`src/rtl/instr_fetch_unit.sv`:
```
// rtl/instr_fetch_unit.sv - program counter and single-outstanding instruction fetch
//
// Purpose: holds the architectural PC, fetches one instruction at a time from
// instruction memory over req/ack, presents it to decode over valid/ready, loads
// the externally computed next PC on acceptance, and parks in an error state if
// memory never answers.
//
// Ports:
//   clk, reset             single clock, synchronous active-high reset
//   next_pc                next-PC result, sampled only on the decode handshake
//   curr_pc                current PC, fed to the next-PC logic
//   imem_req / imem_addr   fetch request and address (address == curr_pc)
//   imem_ack / imem_data   memory response, honoured only while imem_req=1
//   instr / instr_pc       fetched instruction and its PC
//   instr_valid / instr_ready  decode handshake
//   fetch_err              sticky memory-timeout flag, cleared only by reset

module instr_fetch_unit #(
   parameter int                     PC_WIDTH    = 8,
   parameter int                     INSTR_WIDTH = 8,
   parameter logic [PC_WIDTH-1:0]    RESET_PC    = '0,
   parameter int                     TIMEOUT     = 16
) (
   input  logic                   clk,
   input  logic                   reset,
   input  logic [PC_WIDTH-1:0]    next_pc,
   output logic [PC_WIDTH-1:0]    curr_pc,
   output logic                   imem_req,
   output logic [PC_WIDTH-1:0]    imem_addr,
   input  logic                   imem_ack,
   input  logic [INSTR_WIDTH-1:0] imem_data,
   output logic [INSTR_WIDTH-1:0] instr,
   output logic [PC_WIDTH-1:0]    instr_pc,
   output logic                   instr_valid,
   input  logic                   instr_ready,
   output logic                   fetch_err
);

   localparam int                CNT_W   = $clog2(TIMEOUT);
   localparam logic [CNT_W-1:0]  CNT_MAX = CNT_W'(TIMEOUT - 1);

   typedef enum logic [1:0] {
      S_FETCH = 2'd0,
      S_HOLD  = 2'd1,
      S_ERR   = 2'd2
   } state_t;

   state_t                  r_state;
   state_t                  w_state_nxt;
   logic                    r_req;
   logic                    w_req_nxt;
   logic                    w_capture;
   logic                    w_accept;
   logic                    w_wait_inc;
   logic [PC_WIDTH-1:0]     r_pc;
   logic [INSTR_WIDTH-1:0]  r_instr;
   logic [PC_WIDTH-1:0]     r_instr_pc;
   logic [CNT_W-1:0]        r_wait_cnt;

   always_ff @(posedge clk) begin
      if (reset) begin
         r_state <= S_FETCH;
         r_req   <= 1'b0;
      end else begin
         r_state <= w_state_nxt;
         r_req   <= w_req_nxt;
      end
   end

   // FETCH spends one idle cycle with the request low (after reset or after a
   // decode handshake) before raising it; this keeps imem_req a clean register
   // and gives the one-instruction-per-three-cycles cadence.
   always_comb begin
      w_state_nxt = r_state;
      w_req_nxt   = 1'b0;
      w_capture   = 1'b0;
      w_accept    = 1'b0;
      w_wait_inc  = 1'b0;
      case (r_state)
         S_FETCH: begin
            if (!r_req) begin
               w_req_nxt = 1'b1;
            end else if (imem_ack) begin
               // an ack on the last permitted cycle still beats the timeout
               w_capture   = 1'b1;
               w_state_nxt = S_HOLD;
            end else if (r_wait_cnt == CNT_MAX) begin
               w_state_nxt = S_ERR;
            end else begin
               w_req_nxt  = 1'b1;
               w_wait_inc = 1'b1;
            end
         end
         S_HOLD: begin
            if (instr_ready) begin
               w_accept    = 1'b1;
               w_state_nxt = S_FETCH;
            end
         end
         S_ERR: begin
            w_state_nxt = S_ERR;
         end
         default: begin
            w_state_nxt = S_FETCH;
         end
      endcase
   end

   always_ff @(posedge clk) begin
      if (reset) begin
         r_pc       <= RESET_PC;
         r_instr    <= '0;
         r_instr_pc <= '0;
         r_wait_cnt <= '0;
      end else begin
         if (w_capture) begin
            r_instr    <= imem_data;
            r_instr_pc <= r_pc;
            r_wait_cnt <= '0;
         end else if (w_wait_inc) begin
            r_wait_cnt <= r_wait_cnt + 1'b1;
         end
         // next_pc is taken verbatim; any wrap is the next-PC logic's business
         if (w_accept) begin
            r_pc <= next_pc;
         end
      end
   end

   assign curr_pc     = r_pc;
   assign imem_addr   = r_pc;
   assign imem_req    = r_req;
   assign instr       = r_instr;
   assign instr_pc    = r_instr_pc;
   assign instr_valid = (r_state == S_HOLD);
   assign fetch_err   = (r_state == S_ERR);

endmodule
```
`config.mk`:
```
export PLATFORM = sky130hd
export DESIGN_NAME = instr_fetch_unit
export DESIGN_NICKNAME = d
export VERILOG_FILES = /design/src/rtl/instr_fetch_unit.sv
export SDC_FILE = /design/constraint.sdc
export NUM_CORES = 1
export LEC_CHECK = 0
export ABC_AREA = 1
export CAP_MARGIN = 5
export CORE_MARGIN = 3
export CORE_UTILIZATION = 42
export CTS_BUF_LIST = sky130_fd_sc_hd__clkbuf_16
export CTS_CLUSTER_DIAMETER = 30
export CTS_CLUSTER_SIZE = 25
export DETAILED_ROUTE_END_ITERATION = 10
export PLACE_DENSITY = 0.83
export SLEW_MARGIN = 20
export SYNTH_ARGS = -nofsm -noshare
export SYNTH_HDL_FRONTEND = slang
export SYNTH_SLANG_ARGS = --single-unit
```
`constraint.sdc`:
```
create_clock -name clk -period 1.7 [get_ports clk]
set_clock_uncertainty 0.2 [all_clocks]
set_input_delay 0.425 -clock clk [delete_from_list [all_inputs] [get_ports clk]]
set_output_delay 0.425 -clock clk [all_outputs]
set_load 0.02 [all_outputs]
```
==> impl_metrics.csv <==
group,metric,value,unit
status,status,"finished clean",
synthesis,yosys.area_share.simple,23.8,%
timing,holdWs,272,ps
cts,htree_levels,2,
layout,post-route-util,70.5,%
grt,grt.overflow.total,0,
critical_path,cp_slowest_stage_delay,370,ps
timing,period_share,95.7,%
synthesis,synth_cells,164,
detailed_routing,wl_per_cell,12.1,um
synthesis,synth.distinct_cells,23,
floorplan,die_area,3860,um2
timing,timing.setup.tns,0,ps
detailed_routing,drt_iter0_markers,34,
floorplan,die_x,62.1,um
placement,place_inst,261,
layout,final_cells,269,
cts,ctsHoldBuffers,0,
timing,slew_viol_final,0,
cts,cts_tree,"built",
synthesis,syn_area,1320,um2
critical_path,path_max_fanout,4,
critical_path,path_delay_family,"flip-flops",
floorplan,ios,55,
pwr,powerDensity,971,nW/um2
critical_path,arrival,1000,ps
layout,fillers,250,
floorplan,initial_utilization,46.0,%
layout,final_common_cell,"dlygate4sd2_1",
placement,portBuffers,54,
critical_path,path_class,"reg2out",
synthesis,synth_xor_xnor_area_share,0.662,%
job,max_cap_violations,0,
critical_path,cp_slowest_cell,"dfxtp_1",
cts,cts.sinks,31,
cts,cts-root-buf,"clkbuf_16",
cts,clkTransAtPathRegs,50,ps
cts,cts-buffers-inserted,5,
critical_path,crit_path_start_kind,"register",
synthesis,syn_avg_cell_area,8.07,um2
synthesis,synthMuxAreaShare,0,%
detailed_routing,drt_wl_total,3.26,mm
cts,clock_latency,280,ps
placement,place_congestion,0.796,
timing,slew-limit-headroom,83.9,%
synthesis,synth_top_family_by_area,"simple AND/OR/NAND/NOR gates",
layout,fin_nets,247,
floorplan,die_h,62.1,um
grt,grt_max_degree,16,
synthesis,yosys_warnings,0,
detailed_routing,antenna_left,0,
timing,min_period,1630,ps
critical_path,crit_chain,"dlygate4sd2_1",
grt,grtUsageTotal,17.3,%
floorplan,core_area,2880,um2
timing,rsz0062_at_grt,"false",
timing,finalSetupViolCount,0,
pwr,p_leak,0.980,nW
layout,drive_gt1_share,18.1,%
timing,hold_viol_final,0,
layout,areaGrowthSynthToFinish,53.2,%
detailed_routing,num_vias,1252,
grt,grt_pass1_wl,5.28,mm
synthesis,synthAdderAreaFrac,0.945,%
critical_path,cp.required,1070,ps
grt,first_global_vias,1177,
layout,n_antenna_cell,0,
pwr,total_power,1.97,mW
timing,max_freq,614,MHz
timing,tightest_slew,242,ps
synthesis,synth_compound_area_share,14.3,%
detailed_routing,drcViolationCount,0,
detailed_routing,drt-vias-per-instance,4.65,
critical_path,cp-end-kind,"output port",
critical_path,path_buf_inv,1,
cts,clk_path_buf_depth,2,
pwr,irDropWorstVdd,777,uV
synthesis,syn_nets,185,
synthesis,ys_seq_area_share,46.9,%
min_path,hold_path.class,"reg2reg",
synthesis,ys_ff_latch,31,
cts,postCtsSetupRepairBufs,0,
layout,final_cell_mix,"dlygate4sd2_1, dfxtp_1, nor2_1",
grt,antenna_found_initial,0,
floorplan,std_cell_rows,19,
detailed_routing,first_pass_iters,4,
placement,dpl.hpwl,2.35,mm
-- power by group --
group / internal (mW) / total [mW] / switching (mW)
Sequential: 0.774 / 0.798 / 0.0247
Combinational: 0.156 / 0.348 / 0.192
Clock: 0.525 / 0.823 / 0.298
Total: 1.45 / 1.97 / 0.515
-- logic make-up after synthesis --
family / Yosys count
fa+ha+maj: 1
buf+inv: 29
simple gates: 65
flops: 31
compound gates: 37
xor+xnor: 1
-- cell type report --
cell class                      instances  area (um2)  share of cell area, %
Clock buffer                            5         125                   6.17
Clock inverter                          3        11.3                  0.555
Inverter                               14        57.6                   2.84
Multi-Input combinational cell        104         526                   25.9
Sequential cell                        31         622                   30.7
Tap cell                               42        52.6                   2.59
Timing Repair Buffer                   70         634                   31.3
-- Yosys cell counts (all sizes together) --
cell type  count  area (um2)
ha             1        12.5
buf           14         116
a21oi         18        93.8
xor2           1        8.76
o21ai         19        95.1
clkbuf         1        3.75
nand3         11        55.1
nor2          33         169
nand4          3        18.8
dfxtp         31         621
inv           14        57.6
nand2         18        72.6
-- registers in the layout, summed over array words and instances (netlist names) --
name        count
instr           8
instr_pc        8
r_wait_cnt      4
curr_pc         8
imem_req        1
r_state         2
-- per-stage QoR --
step           worst slack [ps]  area [um2]
2_1_floorplan               211        1320
3_5_place_dp               -144        1940
4_1_cts                    16.6        2040
3_3_place_gp              -92.9        1940
6_report                   72.5        2030
5_1_grt                    36.3        2030
-- worst paths after layout --
kind / endpoint / cells past startpoint / startpoint / slack, ps
max reg2reg: instr[3] / 7 / r_state[0] / 210
max: curr_pc[1] / 1 / curr_pc[1] / 70
min: instr_pc[6] / 2 / curr_pc[6] / 270
min reg2reg: instr_pc[6] / 2 / curr_pc[6] / 270
-- repair_timing --
| item | 4_1_cts | 5_1_grt |
|---|---|---|
| pin swaps | 0 | 0 |
| endpoints found under the setup margin | 35 | 2 |
| resized for setup | 40 | 2 |
-- layer usage --
layer / track usage [%] / routed length [um] / up-vias
met5: 0 / 0 / -
met4: 6.63 / 52 / 0
met2: 29.0 / 1500 / 44
li1: - / - / 648
met1: 18.3 / 1390 / 553
met3: 9.19 / 317 / 7
No activity file was read; power rests on OpenSTA's default activity.
